<file path="src/rtl/m_unit_sched.sv">
// Arbiter and latency tracker for the shared MUL/DIV unit between issue lanes 0 and 1.
// Lane 0 carries the older instruction and always wins; the result lane is announced on m_prio.
module m_unit_sched #(
  parameter int MUL_LAT = 3,
  parameter int DIV_LAT = 34,
  parameter int CNT_W   = 6
) (
  input  logic       clk,
  input  logic       rst,
  input  logic       req0_valid,
  input  logic       req0_is_div,
  input  logic       req1_valid,
  input  logic       req1_is_div,
  input  logic       ex_stall,
  input  logic       flush,
  output logic       grant0,
  output logic       grant1,
  output logic       stall0,
  output logic       stall1,
  output logic       m_start,
  output logic       m_op_div,
  output logic       m_busy,
  output logic [1:0] m_prio
);

  typedef enum logic [1:0] {
    IDLE = 2'd0,
    BUSY = 2'd1,
    DONE = 2'd2
  } state_t;

  // The counter is loaded with LAT-1 so that DONE lands exactly LAT cycles after the grant.
  localparam logic [CNT_W-1:0] MUL_LOAD = CNT_W'(MUL_LAT - 1);
  localparam logic [CNT_W-1:0] DIV_LOAD = CNT_W'(DIV_LAT - 1);
  localparam logic [CNT_W-1:0] CNT_ONE  = CNT_W'(1);
  localparam logic [CNT_W-1:0] CNT_ZERO = CNT_W'(0);

  state_t           state_r;
  state_t           nextState_s;
  logic [CNT_W-1:0] cnt_r;
  logic             laneQ_r;
  logic             divQ_r;
  logic [1:0]       prio_r;
  logic             busy_r;
  logic             grantOk_s;
  logic             grant0_s;
  logic             grant1_s;
  logic             grantDiv_s;

  // State, latency counter, captured op info and the registered outputs.
  always_ff @(posedge clk) begin
    if (rst) begin
      state_r <= IDLE;
      cnt_r   <= CNT_ZERO;
      laneQ_r <= 1'b0;
      divQ_r  <= 1'b0;
      prio_r  <= 2'b00;
      busy_r  <= 1'b0;
    end else begin
      state_r <= nextState_s;
      busy_r  <= (nextState_s != IDLE);
      prio_r  <= (nextState_s == DONE) ? {1'b1, laneQ_r} : 2'b00;
      if (grant0_s || grant1_s) begin
        cnt_r   <= grantDiv_s ? DIV_LOAD : MUL_LOAD;
        laneQ_r <= grant1_s;
        divQ_r  <= grantDiv_s;
      end else if (flush) begin
        cnt_r   <= CNT_ZERO;
        laneQ_r <= laneQ_r;
        divQ_r  <= divQ_r;
      end else if (state_r == BUSY) begin
        cnt_r   <= cnt_r - CNT_ONE;
        laneQ_r <= laneQ_r;
        divQ_r  <= divQ_r;
      end else begin
        cnt_r   <= cnt_r;
        laneQ_r <= laneQ_r;
        divQ_r  <= divQ_r;
      end
    end
  end

  // Next-state: flush beats everything, a stalled DONE holds the result.
  always_comb begin
    nextState_s = state_r;
    case (state_r)
      IDLE: begin
        if (flush) begin
          nextState_s = IDLE;
        end else if (grant0_s || grant1_s) begin
          nextState_s = BUSY;
        end else begin
          nextState_s = IDLE;
        end
      end
      BUSY: begin
        if (flush) begin
          nextState_s = IDLE;
        end else if (cnt_r == CNT_ONE) begin
          nextState_s = DONE;
        end else begin
          nextState_s = BUSY;
        end
      end
      DONE: begin
        if (flush) begin
          nextState_s = IDLE;
        end else if (ex_stall) begin
          nextState_s = DONE;
        end else if (grant0_s || grant1_s) begin
          nextState_s = BUSY;
        end else begin
          nextState_s = IDLE;
        end
      end
      default: begin
        nextState_s = IDLE;
      end
    endcase
  end

  // Grant arbitration and port outputs; grants are combinational so issue sees them same cycle.
  always_comb begin
    grantOk_s  = 1'b0;
    grantDiv_s = 1'b0;
    if ((state_r == IDLE || state_r == DONE) && !ex_stall && !flush && !rst) begin
      grantOk_s = 1'b1;
    end else begin
      grantOk_s = 1'b0;
    end
    grant0_s = grantOk_s & req0_valid;
    grant1_s = grantOk_s & req1_valid & ~req0_valid;
    if (grant0_s) begin
      grantDiv_s = req0_is_div;
    end else if (grant1_s) begin
      grantDiv_s = req1_is_div;
    end else begin
      grantDiv_s = 1'b0;
    end
    grant0   = grant0_s;
    grant1   = grant1_s;
    stall0   = req0_valid & ~grant0_s;
    stall1   = req1_valid & ~grant1_s;
    m_start  = grant0_s | grant1_s;
    m_op_div = grantDiv_s;
    m_busy   = busy_r;
    m_prio   = prio_r;
  end

endmodule

</file>
<file path="config.mk">
export PLATFORM = sky130hd
export DESIGN_NAME = m_unit_sched
export DESIGN_NICKNAME = d
export VERILOG_FILES = /design/src/rtl/m_unit_sched.sv
export SDC_FILE = /design/constraint.sdc
export NUM_CORES = 1
export LEC_CHECK = 0
export ABC_AREA = 1
export BUFFER_PORTS_ARGS = -buffer_cell sky130_fd_sc_hd__buf_4
export CORE_UTILIZATION = 27
export CTS_CLUSTER_SIZE = 30
export DETAILED_ROUTE_END_ITERATION = 12
export PLACE_DENSITY = 0.5
export SLEW_MARGIN = 20
export SYNTH_ARGS = -nofsm -noshare
export SYNTH_HDL_FRONTEND = slang
export SYNTH_SLANG_ARGS = --single-unit
</file>
<file path="constraint.sdc">
create_clock -name clk -period 2.2 [get_ports clk]
set_clock_uncertainty 0.05 [all_clocks]
set_input_delay 0.22 -clock clk [delete_from_list [all_inputs] [get_ports clk]]
set_output_delay 0.22 -clock clk [all_outputs]
set_load 0.1 [all_outputs]
</file>
## Word-level counts from Yosys, hierarchy flattened

Index checks and enable logic that the tools add are counted.

- Output and inout bits: 9
- Input port bits: 8
- Register bits after elaboration: 12
- Word-level logic and storage cells: 48

- Muxes and demuxes: 15
- Equality and inequality tests: 4
- Bitwise logic cells: 10
- Reductions and logical operators: 12
- $add $sub $neg: 1

Operator list:

| operator | count |
|---|---|
| $mux 6 | 4 |
| $mux 2 | 5 |
| $eq 6x1->1 const B | 1 |
| $pmux 2 s3 | 1 |
| $sub 6x1->6 const B | 1 |
| $and 1x1->1 | 5 |
| $mux 1 | 5 |
| $eq 2x2->1 const B | 2 |
| $not 1->1 | 4 |
| $logic_and 1x1->1 | 3 |
| $logic_not 1->1 | 3 |
| $reduce_bool 3->1 | 1 |
| $eq 2x1->1 const B | 1 |
| $logic_not 2->1 | 1 |
| $logic_or 1x1->1 | 2 |
| $reduce_bool 2->1 | 1 |
| $reduce_or 2->1 | 1 |
| $or 1x1->1 | 1 |

## Logic depth before layout (Yosys ltp)

- Depth in word-level cells: 16
- Gate-level depth with buffers: 9
- Gate-level depth less buffers: 9

## Worst setup path after synthesis

Ideal clock, no wire load.

- Kind: reg2out
- Start: register state_r[0]
- End: output stall1
- Data required time: 1,930 ps
- Setup slack: -389 ps
- Data arrival time: 2,319 ps
- Stages on the path, launching flop included: 5
- Path buffers: 0
- Path through: dfxtp_1 -> nor2_2 -> nand4_1 -> inv_1 -> nor2_1

- Cells in the longest elaborated chain, start to end: 10
- Elaborated cells between the ends (all ways): 11
- Classes of those cells: eq/ne: 1; mux: 1; bitwise: 4; reduce/logical: 5

RTL lines:

| element | RTL line | source |
|---|---|---|
| from (decl) | 38 | `state_t state_r;` |
| from (signal assigned) | 60 | `state_r <= nextState_s;` |
| $eq 2x2->1 or $logic_not 2->1 (tied branches) | 126 | `if ((state_r == IDLE \|\| state_r == DONE) && !ex_stall && !flush && !rst) begin` |
| $logic_or 1x1->1 * | 126 |  |
| $logic_and 1x1->1 * (3 in series) | 126 |  |
| $mux 1 * | 126 |  |
| $and 1x1->1 * (2 in series) | 132 | `grant1_s = grantOk_s & req1_valid & ~req0_valid;` |
| named net grant1 | 17 | `output logic grant1,` |
| $not 1->1 * | 143 | `stall1 = req1_valid & ~grant1_s;` |
| $and 1x1->1 * | 143 |  |
| to (decl) | 19 | `output logic stall1,` |

The timed path passes the listed nets; every way through them passes the cells marked *.

## Worst setup path in the final report

- Start: register state_r[0]
- End: output m_op_div

- Cells in the longest elaborated chain, start to end: 10
- Elaborated cells between the ends (all ways): 12
- Classes of those cells: eq/ne: 1; mux: 3; bitwise: 3; reduce/logical: 5

RTL lines:

| element | RTL line | source |
|---|---|---|
| $eq 2x2->1 or $logic_not 2->1 (tied branches) | 126 |  |
| $logic_or 1x1->1 * | 126 |  |
| $logic_and 1x1->1 * (3 in series) | 126 |  |
| $mux 1 * | 126 |  |
| $and 1x1->1 (2 in series) | 132 |  |
| $mux 1 | 135 | `end else if (grant1_s) begin` |
| $mux 1 * | 133 | `if (grant0_s) begin` |
| to (decl) | 21 | `output logic m_op_div,` |

Every way passes the cells marked *; elsewhere a longest branch is shown, timed or not.

==> metrics.md <==
| Metric | Value |
|---|---|
| Status | completed |
| Cell variety after synth | 21 |
| DR vias/cell | 4.42 |
| Initial Util | 0.292 |
| Hold depth | 2 |
| Register bit total from synthesis | 12 |
| Detail Route Antenna Nets | 0 |
| Startpoint Class | flop |
| Xor/xnor share of the synthesized area | 0.0133 |
| Top cell type's share of synthesized area | 0.364 |
| Setup violations, final | 0 |
| Reg2reg setup slack | 0.86 ns |
| Design Power | 542 uW |
| Die Span Y | 51.4 um |
| FF-to-FF End | cnt_r[0]$_SDFFE_PP0P_ |
| Largest family of logic cells by synthesized area | simple AND/OR/NAND/NOR gates |
| Num Clock Sinks | 12 |
| Post-route setup slack | 0.354 ns |
| Post-DR wirelength/cell | 9.97 um |
| Crit-path max FO | 3 |
| Synth Area in Compound Gates | 0.0892 |
| Share of the yosys chip area belonging to registers | 0.364 |
| Worst Hold Class | primary input to flop |
| Remaining global-route overflow | 0 |
| Hold Violations, Final | 0 |
| Worst Reg-to-Reg Cells | 8 |
| Tcrit/Tclk final | 0.839 |
| EDFF count, synth | 0 |
| Hold path start | rst |
| Setup TNS | 0 ns |
| Cts hold-fix bufs | 0 |
| Die X | 51.4 um |
| Die area | 2640 um^2 |
| CTS buffer count | 3 |
| Synthesized instance count | 99 |
| Fmax | 0.542 GHz |
| Antenna Cells | 0 |
| Final HPWL DP | 1150 um |
| Post-synthesis mux area share | 0 |
| Placement Rows | 17 |
| Drt total wl | 1470 um |
| Largest net degree at the start of global routing | 9 |
| Yosys warning total | 0 |
| Number of global-route vias before repair | 606 |
| RSZ-0062 raised after global routing | no |
| Most common cell in the synthesized netlist | nor2_1 |
| 1st-pass router iterations | 4 |
| Final Critical Period | 1.85 ns |
| Core Area | 2250 um^2 |
| Power density cells | 635 nW/um^2 |
| Worst skew pair latency | 0.28 ns |
| Clk slew on worst S/H paths | 0.08 ns |
| Simple-Gate Fraction of Synth Area | 0.372 |
| Hold Path Sink | laneQ_r$_SDFFE_PP0N_ |
| Synthesized area | 659 um^2 |
| Placer Congestion | 0.780 |
| Initial DRC count | 4 |
| Setup bufs post-CTS | 0 |
| CTS tree | done |
| Synth cell count leaders | 19 x nor2_1, 18 x inv_1, 16 x nand2_1, 12 x dfxtp_1, 11 x nand3_1 |
| Slew HR | 0.816 |
| Max Root-Sink Buffers | 2 |
| Slew Viols, Final | 0 |
| Largest cells by area after synthesis | dfxtp_1 36%, nor2_1 11%, inv_1 10% |
| Worst Path Arrival | 1.58 ns |
| Average cell area after synthesis | 6.66 um^2 |
| Fin nets | 130 |
| Worst-margin pin slew | 0.275 ns |
| DP Worst Slack | 0.638 ns |
| DR DRC count | 0 |
| FFs w/ async S/R, synth | 0 |
| Reg2reg start | state_r[0]$_SDFF_PP0_ |
| WS Path Type | flop to output pin |
| Via count | 650 |
| Leak | 0.455 nW |
| H-tree levels | 1 |
| CP Capture Type | output pin |
| Synth-to-layout area growth | 29.4% |
| Gr usage total | 0.141 |
| VDD IR max | 246 uV |
| Port Buffers | 16 |
| Antenna violations before repair | 0 |
| Post-synthesis adder-cell area fraction | 0.0380 |
| I/O pins | 17 |
| Clock root cell | clkbuf_4 |
| Dominant synthesized flop cell | dfxtp_1 |
| Synth area leader | dfxtp_1 |
| Worst EP required | 1.93 ns |
| Maxcap violations | 0 |
| Share of layout cells above drive strength 1 | 0.244 |
| First-pass GRT wire length | 2620 um |
| Syn Nets | 109 |
| Cts repair resizes | 0 |
[through the flow]
stage          instances  hold slack [ns]   util  area [um^2]
2_1_floorplan         99            0.239      -          662
3_3_place_gp         143            0.375  0.362          817
3_5_place_dp         143            0.378  0.362          817
4_1_cts              147           0.0714  0.378          853
5_1_grt              147           0.0708  0.378          853
6_report             147           0.0965  0.378          853
[logic make-up after synthesis]
family,count (synthesis)
and+or+nand+nor,54
adders and majority gates,2
DFF,12
AOI/OAI and AO/OA,9
xor gates and xnor gates,1
buffers and inverters,21
[cells in the final DEF, fill, tap and decap left out, drive strengths merged]
cell    Yosys  final
a21oi       4      4
clkinv      1      1
clkbuf      0      4
ha          2      2
nand3      11     11
o21ai       4      4
nor2       22     22
xor2        1      1
nand2      18     18
nand4       2      2
o211ai      1      1
inv        20     20
dfxtp      12     12
buf         0     16
nor3        1      1
[state kept, by name, indices dropped and copies added, names as in the netlist]
signal   cells
state_r      2
laneQ_r      1
m_prio       2
m_busy       1
cnt_r        6
[per-layer routing]
metal,global-route usage,routed length (um)
met1,0.167,686
met2,0.199,650
met3,0.0565,78
met4,0.108,49
met5,0,0
[final cells by class]
cell class,instances,area [um^2]
Fill cell,249,1400
Multi-Input combinational cell,66,340
Sequential cell,12,240
Timing Repair Buffer,16,120
Inverter,21,81.3
Clock buffer,4,36.3
Tap cell,28,35.0
[how the worst max path moves through the flow]
stage | from | endpoint | slack, ns
4_1_cts | state_r[0]$_SDFF_PP0_ | m_op_div | 0.34
2_1_floorplan | state_r[0]$_SDFF_PP0_ | stall1 | 0.07
3_3_place_gp | flush | m_op_div | 0.67
5_1_grt | state_r[0]$_SDFF_PP0_ | m_op_div | 0.17
3_5_place_dp | flush | m_op_div | 0.64
6_report | state_r[0]$_SDFF_PP0_ | m_op_div | 0.35
[report_power, final]
part / internal [mW] / switching [mW]
combinational: 0.0395 / 0.0855
sequential: 0.225 / 0.00753
clock: 0.101 / 0.0834
total: 0.365 / 0.176
[critical path, stage by stage (launching register included)]
cell,delay [ns]
dfxtp_1,0.34
nor2_2,0.19
nand4_1,0.19
nor2_1,0.13
nor2_1,0.06
inv_1,0.09
buf_4,0.29
Power figures use the tool's default switching activity.
